==> src/rtl/btn_debounce_repeat.sv <==
// Push-button conditioner: 2-flop synchronizer, debouncer, press pulse and optional auto-repeat.
// Define BTN_AUTO_REPEAT_EN to build the hold/repeat behaviour; otherwise one pulse per press.
module btn_debounce_repeat #(
  parameter int unsigned DEBOUNCE_CYCLES = 1_000_000,
  parameter int unsigned HOLD_CYCLES     = 50_000_000,
  parameter int unsigned REPEAT_CYCLES   = 10_000_000,
  parameter bit          BTN_ACTIVE_LOW  = 1'b0
) (
  input  logic i_clk,
  input  logic i_reset_n,
  input  logic i_btn_raw,
  output logic o_pulse,
  output logic o_pressed,
  output logic o_held
);

  if (DEBOUNCE_CYCLES < 2 || HOLD_CYCLES < 2 || REPEAT_CYCLES < 2) begin : g_param_check
    $error("btn_debounce_repeat: cycle parameters must be >= 2");
  end

  localparam int unsigned     DB_W    = $clog2(DEBOUNCE_CYCLES + 1);
  localparam logic [DB_W-1:0] DB_LAST = DB_W'(DEBOUNCE_CYCLES - 1);

`ifdef BTN_AUTO_REPEAT_EN
  localparam int unsigned     RP_MAX    = (HOLD_CYCLES > REPEAT_CYCLES) ? HOLD_CYCLES : REPEAT_CYCLES;
  localparam int unsigned     RP_W      = $clog2(RP_MAX + 1);
  localparam logic [RP_W-1:0] HOLD_LAST = RP_W'(HOLD_CYCLES - 1);
  localparam logic [RP_W-1:0] REP_LAST  = RP_W'(REPEAT_CYCLES - 1);

  typedef enum logic [1:0] {S_IDLE, S_WAIT_HOLD, S_REPEAT} state_t;
`else
  typedef enum logic [1:0] {S_IDLE, S_WAIT_HOLD} state_t;
`endif

  logic            r_sync1;
  logic            r_sync2;
  logic [DB_W-1:0] r_db_cnt;
  logic [DB_W-1:0] w_db_cnt_next;
  logic            r_pressed;
  logic            w_db_toggle;
  logic            w_pressed_next;
  logic            r_pulse;
  logic            w_pulse_next;
  state_t          r_state;
  state_t          w_state_next;

  always_ff @(posedge i_clk or negedge i_reset_n) begin
    if (!i_reset_n) begin
      r_sync1 <= 1'b0;
      r_sync2 <= 1'b0;
    end else begin
      r_sync1 <= i_btn_raw ^ BTN_ACTIVE_LOW;
      r_sync2 <= r_sync1;
    end
  end

  // Any cycle where sync agrees with the accepted level restarts the stability count.
  assign w_db_toggle    = (r_sync2 != r_pressed) && (r_db_cnt == DB_LAST);
  assign w_pressed_next = r_pressed ^ w_db_toggle;

  always_comb begin
    w_db_cnt_next = r_db_cnt + DB_W'(1);
    if (r_sync2 == r_pressed || w_db_toggle) begin
      w_db_cnt_next = '0;
    end
  end

  always_ff @(posedge i_clk or negedge i_reset_n) begin
    if (!i_reset_n) begin
      r_db_cnt  <= '0;
      r_pressed <= 1'b0;
    end else begin
      r_db_cnt  <= w_db_cnt_next;
      r_pressed <= w_pressed_next;
    end
  end

`ifdef BTN_AUTO_REPEAT_EN
  logic [RP_W-1:0] r_rp_cnt;
  logic [RP_W-1:0] w_rp_cnt_next;
  logic            r_held;
`endif

  // The FSM follows the next debounced level so pulse/held move in step with pressed;
  // release is tested first so it beats a coincident terminal count.
  always_comb begin
    w_state_next  = r_state;
    w_pulse_next  = 1'b0;
`ifdef BTN_AUTO_REPEAT_EN
    w_rp_cnt_next = r_rp_cnt;
`endif
    if (!w_pressed_next) begin
      w_state_next  = S_IDLE;
`ifdef BTN_AUTO_REPEAT_EN
      w_rp_cnt_next = '0;
`endif
    end else begin
      case (r_state)
        S_IDLE: begin
          if (!r_pressed) begin
            w_state_next  = S_WAIT_HOLD;
            w_pulse_next  = 1'b1;
`ifdef BTN_AUTO_REPEAT_EN
            w_rp_cnt_next = '0;
`endif
          end
        end
`ifdef BTN_AUTO_REPEAT_EN
        S_WAIT_HOLD: begin
          if (r_rp_cnt == HOLD_LAST) begin
            w_state_next  = S_REPEAT;
            w_pulse_next  = 1'b1;
            w_rp_cnt_next = '0;
          end else begin
            w_rp_cnt_next = r_rp_cnt + RP_W'(1);
          end
        end
        S_REPEAT: begin
          if (r_rp_cnt == REP_LAST) begin
            w_pulse_next  = 1'b1;
            w_rp_cnt_next = '0;
          end else begin
            w_rp_cnt_next = r_rp_cnt + RP_W'(1);
          end
        end
`else
        S_WAIT_HOLD: begin
          w_state_next = S_WAIT_HOLD;
        end
`endif
        default: begin
          w_state_next = S_IDLE;
        end
      endcase
    end
  end

  always_ff @(posedge i_clk or negedge i_reset_n) begin
    if (!i_reset_n) begin
      r_state <= S_IDLE;
      r_pulse <= 1'b0;
    end else begin
      r_state <= w_state_next;
      r_pulse <= w_pulse_next;
    end
  end

`ifdef BTN_AUTO_REPEAT_EN
  always_ff @(posedge i_clk or negedge i_reset_n) begin
    if (!i_reset_n) begin
      r_rp_cnt <= '0;
      r_held   <= 1'b0;
    end else begin
      r_rp_cnt <= w_rp_cnt_next;
      r_held   <= (w_state_next == S_REPEAT);
    end
  end

  assign o_held = r_held;
`else
  assign o_held = 1'b0;
`endif

  assign o_pulse   = r_pulse;
  assign o_pressed = r_pressed;

endmodule

==> config.mk <==
export PLATFORM = sky130hd
export DESIGN_NAME = btn_debounce_repeat
export DESIGN_NICKNAME = d
export VERILOG_FILES = /design/src/rtl/btn_debounce_repeat.sv
export SDC_FILE = /design/constraint.sdc
export NUM_CORES = 1
export LEC_CHECK = 0
export ABC_AREA = 1
export ABC_CLOCK_PERIOD_IN_PS = 1900
export CORE_UTILIZATION = 44
export DETAILED_ROUTE_END_ITERATION = 12
export HOLD_SLACK_MARGIN = 0.03
export SYNTH_ARGS = -nofsm -noshare
export SYNTH_HDL_FRONTEND = slang
export SYNTH_SLANG_ARGS = --single-unit
==> constraint.sdc <==
create_clock -name i_clk -period 1.9 [get_ports i_clk]
set_input_delay 0.38 -clock i_clk [delete_from_list [all_inputs] [get_ports i_clk]]
set_output_delay 0.38 -clock i_clk [all_outputs]
set_load 0.02 [all_outputs]
; Word level (Yosys, flattened, before mapping)
; Cells that the tools add are included.
[op_classes]
mux = 7
add_sub_neg = 1
n_eq_ne = 5
n_bitwise = 1
reduce_logical = 3
[op_table]
columns = cell, n
row1 = adder 20 x 1 -> 20 bit (second input constant), 1
row2 = equality test 20 bit (second input constant), 1
row3 = two-way mux 20 bit, 1
row4 = two-way mux 2 bit, 2
row5 = one-hot mux 2 bit (2 select lines), 1
row6 = two-way mux 1 bit, 3
row7 = != test 3 bit (second input constant), 1
row8 = equality test 2 x 1 -> 1 bit (second input constant), 1
row9 = zero test 2 bit, 1
row10 = equality test 1 bit, 1
row11 = logical AND 1 bit, 1
row12 = logical OR 1 bit, 1
row13 = != test 1 bit, 1
row14 = bitwise XOR 1 bit, 1
[totals]
wordCells = 23
out_inout_bits = 3
reg_bits = 26
in_bits = 3

; Logic depth before layout (Yosys ltp)
; Gate-level depths: netlist (run 1).
[depth]
depth_word = 4
depth_mapped = 8
mapped_depth_nobuf = 8

; Worst setup path after synthesis (run 1)
; No wires, ideal clock.
[synth_timing]
path_type = flip-flop to flip-flop
start = reg r_db_cnt[0]
end = reg r_db_cnt[0]
period_less_slack_ps = 1433
setup_ps = 125
stages_incl_launch_ff = 8
t_arrival_ps = 1309
slack_ps = 467
path_cell_list = dfrtp_1 > ha_1 > nand3_2 > nor2_1 > nand3_1 > nand2_2 > buf_6 > nor2_1
[synth_via]
elab_chain_len = 4
[synth_lines]
columns = item, line_no
row1 = "start, declared", 37  ; logic [DB_W-1:0] r_db_cnt;
row2 = "start signal, assigned", 73  ; r_db_cnt <= w_db_cnt_next;
row3 = branches (longest 3 deep; another with adder 20 x 1 -> 20 bit), n/a
row4 = two-way mux 20 bit (*), 63  ; if (r_sync2 == r_pressed || w_db_toggle) begin
row5 = net w_db_cnt_next[0], 38  ; logic [DB_W-1:0] w_db_cnt_next;
; Mark *: on every way through the listed nets, which the timed path passes.
; A chain may end at the register's enable or synchronous reset.

; Worst setup path in the final report (run 1)
[layout_timing]
start = reg r_pressed (netlist: o_pressed)
end = out o_pressed
[layout_rtl]
columns = item, line_no
row1 = "start, declared", 39  ; logic r_pressed;
row2 = "start signal, assigned", 74  ; r_pressed <= w_pressed_next;
row3 = "end, declared", 13  ; output logic o_pressed,
; No word-level cell between the ends.

==> results.cfg, run 1 <==
[status]
status = finished clean

[pwr]
power_density_mw_per_mm2 = 534
vdd_drop_max_uv = 237
p_leak_nw = 0.670

[critical_path]
reg2reg_from = r_db_cnt[0]
crit_family = buffers and inverters
worstReg2RegEnd = r_db_cnt[15]
critPathLaunchType = flop
reg2reg_depth = 6
cp_slowest_stage_delay_ns = 0.61
crit_chain = clkdlybuf4s50_1
crit_start = o_pressed
worstPathRequired_ns = 1.52
crit_type = reg -> out
crit_buf_inv = 1
worst-path-stages = 1
cp_max_fo = 3
crit_slowest_cell = clkdlybuf4s50_1
arrival_ns = 1.34
regToRegSetupSlack_ns = 0.27
endpoint_kind = output port

[route]
dr.pass1.iters = 4
vias = 1160
routed_wl_microns = 2730
detail_route.vias_per_cell = 4.73
drtIter0Drc = 33
ant_nets = 0
wire_per_inst_microns = 11.2
drc_errors = 0

[grt]
grt.overflow.total = 0
grt_pass1_wl_microns = 4800
grt_pass1_vias = 1042
antenna_found_initial = 0
grt_max_degree = 26
track_usage_pct = 18.2

[clock_tree]
cts_buffers = 3
tritoncts = yes
post_cts_buffers = 0
clockRootBuffer = clkbuf_4
clkTransAtPathRegs_ns = 0.14
htreeDepth = 1
holdBufCountCts = 0
clock-sinks = 25
clk_path_buf_depth = 2
ctsResizeCount = 0
insertion_delay_ns = 0.32

[place]
dpl_cell_area_sq_mm = 0.00152
post-dp-hpwl_microns = 2150
gp_congestion = 0.877
numPortBuffers = 4

[floorplan]
dieHeight_microns = 59.1
ios = 6
coreArea_sq_mm = 0.00308
fp.dieW_microns = 59.1
start_util_pct = 46.6
dieArea_sq_mm = 0.00349
rows = 20

[sta]
fin_skew_ns = 0.00474
hold_viol = 0
setup_viol = 0
drv_slew = 0
fmax_mhz = 583
min_period_ns = 1.72
fin_crit_sh_pct = 90.3
tns_ns = 0
rsz0062_at_grt = no

[synthesis]
syn_inst = 194
synth-seq-cells = 25
syn-cell-area_sq_mm = 0.00144
ys_seq_area_share_pct = 43.6
postSynthAreaPerCell_sq_um = 7.40
yosysTopAreaCell = dfrtp_1
synth_top_area_share_pct = 43.6
ys_warn_count = 0
ys_types = 20
syn_nets = 198
synth_area_leaders = dfrtp_1 (44%), nand2_1 (13%), nor2_1 (13%)

[hold_path]
whs_path_depth = 0
holdCritStartpoint = r_sync1
min_to = r_sync2
min_path_type = reg -> reg

[finish]
layout-drive-gt1-share_pct = 9.95
final_area_sq_mm = 0.00155
nets = 206
antenna_cells = 0
syn_to_final_growth_pct = 7.67

[flow_run]
maxCapViolCount = 0
==> layer usage <==
layer / GRT usage, % / part of all wire, %
met2: 27.6 / 45
met4: 7.14 / 1.7
met1: 26.5 / 52
met5: 0 / 0
met3: 1.97 / 1.6
==> stage by stage <==
step / worst slack [ns] / power (mW) / util (%) / cells / hold WS [ns]
floorplan: 0.467 / 0.581 / - / 194 / 0.0844
global placement: 0.332 / 0.596 / 49.2 / 241 / 0.332
detailed placement: 0.271 / 0.596 / 49.2 / 241 / 0.341
CTS: 0.168 / 0.842 / 50.2 / 245 / 0.374
global route: 0.0832 / 0.861 / 50.2 / 245 / 0.379
finish: 0.185 / 0.824 / 50.2 / 245 / 0.370
==> sequential cells by signal, summed over array words and instances, names as in the netlist <==
name / flops
r_state: 1
o_pulse: 1
o_pressed: 1
r_sync2: 1
r_sync1: 1
r_db_cnt: 20
==> layout make-up <==
cell class              count  area, sq um
inverters                  21         78.8
well taps                  44         55.1
flip-flops and latches     25          626
multi-input cells         145          701
clock inverters             1         7.51
clock buffers               3         22.5
repair buffers              6         55.1
fillers                   314         1530
==> logic make-up after synthesis <==
family / count (synthesis) / share of synthesized area, %
and+or+nand+nor: 130 / 40.0
DFF: 25 / 43.6
buffers and inverters: 24 / 7.59
xor gates and xnor gates: 12 / 7.32
AOI/OAI and AO/OA: 1 / 0.348
adders and majority gates: 1 / 0.872
other: 1 / 0.261
==> worst max path at each step <==
stage                         endpoint
after floorplan            r_db_cnt[0]
after global placement     r_db_cnt[9]
after detailed placement  r_db_cnt[15]
after CTS                    o_pressed
after global routing      r_db_cnt[12]
final                        o_pressed
==> placed cells by master (no fill, tap or decap) <==
master	n
a21oi_1	1
buf_4	2
clkbuf_4	3
clkdlybuf4s50_1	4
clkinvlp_4	1
conb_1	1
dfrtp_1	25
ha_1	1
inv_1	21
nand2_1	49
nand2_2	5
nand3_1	10
nand3_2	2
nand4_1	6
nor2_1	48
nor2_2	6
nor3_1	1
nor3_4	1
nor4_1	1
or2_1	1
xnor2_1	2
xor2_1	10
==> synth_stat cells, drive strengths merged <==
cell type and n:
nor2 54, inv 21, xnor2 2, dfrtp 25
or2 1, a21oi 1, conb 1, ha 1
buf 3, nor4 1, nand4 6, nand3 12
nor3 2, xor2 10, nand2 54
==> power breakdown <==
part | leakage [nW] | internal [mW] | switching, mW
clock | 0.0139 | 0.0804 | 0.160
combinational | 0.314 | 0.0113 | 0.0254
sequential | 0.342 | 0.539 | 0.00837
total | 0.670 | 0.631 | 0.193
No activity file was read; power rests on OpenSTA's default activity.
==> run 2, diff against run 1 <==
Settings changed: CELL_PAD_IN_SITES_DETAIL_PLACEMENT set to 1, CELL_PAD_IN_SITES_GLOBAL_PLACEMENT set to 1, GPL_TIMING_DRIVEN set to 0, PLACE_DENSITY_LB_ADDON set to 0.1.
==> run 2 against run 1 <==
Net effect: die area unchanged; core utilization increased by 0.37 points; combinational power increased by 18%; critical path type unchanged; worst setup slack improved by 0.0090 ns; clock power increased by 3%; final area increased by 0.73%; critical path depth unchanged.
==> results.cfg, run 2 (synthesis results as in run 1) <==
[floorplan]
dieArea_sq_mm = 0.00349
start_util_pct = 46.6
fp.dieW_microns = 59.1
dieHeight_microns = 59.1
rows = 20
ios = 6
coreArea_sq_mm = 0.00308

[clock_tree]
insertion_delay_ns = 0.33
clockRootBuffer = clkbuf_4
tritoncts = yes
post_cts_buffers = 0
htreeDepth = 1
holdBufCountCts = 0
cts_buffers = 3
clk_path_buf_depth = 2
clkTransAtPathRegs_ns = 0.13
clock-sinks = 25
ctsResizeCount = 0

[critical_path]
endpoint_kind = output port
reg2reg_depth = 7
reg2reg_from = r_db_cnt[0]
critPathLaunchType = flop
worstReg2RegEnd = r_db_cnt[9]
crit_chain = clkdlybuf4s50_1
arrival_ns = 1.33
crit_slowest_cell = clkdlybuf4s50_1
crit_family = buffers and inverters
crit_type = reg -> out
regToRegSetupSlack_ns = 0.21
worstPathRequired_ns = 1.52
cp_slowest_stage_delay_ns = 0.61
crit_buf_inv = 1
cp_max_fo = 3

[finish]
antenna_cells = 0
largest_register_ffs = 20
layout-drive-gt1-share_pct = 9.90
final_area_sq_mm = 0.00156
layout_common_cells = nand2_1 (49), nor2_1 (48), dfrtp_1 (25), inv_1 (21)
largest_register = r_db_cnt
syn_to_final_growth_pct = 8.46
mostFrequentLayoutCell = nand2_1
nets = 207

[hold_path]
min_to = r_sync2
min_path_type = reg -> reg
whs_path_depth = 0
holdCritStartpoint = r_sync1

[sta]
worst_slew_pin_slew_ns = 1.14
setup_viol = 0
drv_slew = 0
fin_skew_ns = 0.00622
slew-limit-headroom_pct = 23.6
min_period_ns = 1.71
hold_viol = 0
fmax_mhz = 586
tns_ns = 0
fin_crit_sh_pct = 89.8
rsz0062_at_grt = no

[place]
gp_congestion = 0.828
post-dp-hpwl_microns = 2600
dpl_cell_area_sq_mm = 0.00153
numPortBuffers = 4

[route]
vias = 1217
ant_nets = 0
wire_per_inst_microns = 13.3
detail_route.vias_per_cell = 4.95
drc_errors = 0
dr.pass1.iters = 4
drtIter0Drc = 50
routed_wl_microns = 3270

[grt]
track_usage_pct = 22.5
grt_pass1_vias = 1267
grt_pass1_wl_microns = 5750
antenna_found_initial = 0
grt_max_degree = 26
grt.overflow.total = 0

[pwr]
power_density_mw_per_mm2 = 539
total_power_uw = 839
vdd_drop_max_uv = 387
p_leak_nw = 0.679

[flow_run]
maxCapViolCount = 0

[status]
status = finished clean
[run 2: changes by cell type in the layout (fill, tap and decap cells not counted)]
cell / delta
clkbuf_1: +1
clkinvlp_4: -1
buf_6: +2
buf_4: -1
[run 2: cell type report]
cell class              instances  area, sq um
repair buffers                  4         40.0
flip-flops and latches         25          626
inverters                      21         78.8
multi-input cells             145          701
plain buffers                   3         30.0
well taps                      44         55.1
clock buffers                   4         26.3
fillers                       415         1520
[run 2: routing by layer]
| layer | GRT usage [%] | part of all wire [%] | vias up |
|---|---|---|---|
| li1 | - | - | 608 |
| met1 | 27.9 | 46 | 594 |
| met2 | 39.6 | 51 | 10 |
| met3 | 3.93 | 1.9 | 5 |
| met4 | 7.14 | 1.3 | 0 |
| met5 | 0 | 0 | - |
[run 2: how the worst max path moves through the flow]
stage	from	end	slack, ns	cells past startpoint
4_1_cts	r_db_cnt[0]	r_db_cnt[9]	0.17	7
2_1_floorplan	r_db_cnt[0]	r_db_cnt[0]	0.47	7
3_5_place_dp	i_reset_n	r_sync1	0.13	1
6_report	o_pressed	o_pressed	0.19	1
3_3_place_gp	i_reset_n	r_db_cnt[4]	0.14	1
5_1_grt	r_db_cnt[0]	r_db_cnt[15]	0.04	7
[run 2: report_power, final]
group / switching (mW) / total (mW) / internal, mW
sequential: 0.00823 / 0.548 / 0.539
combinational: 0.0279 / 0.0434 / 0.0155
clock: 0.165 / 0.248 / 0.0824
[run 2: metrics by stage]
stage                     hold WS [ns]  setup slack [ns]  utilization, %  instances
final                            0.368             0.194            50.6        246
after global routing             0.377            0.0403            50.6        246
after CTS                        0.373             0.172            50.6        246
after detailed placement         0.343             0.128            49.7        242
after global placement           0.333             0.140            49.7        242
after floorplan                 0.0844             0.467               -        194
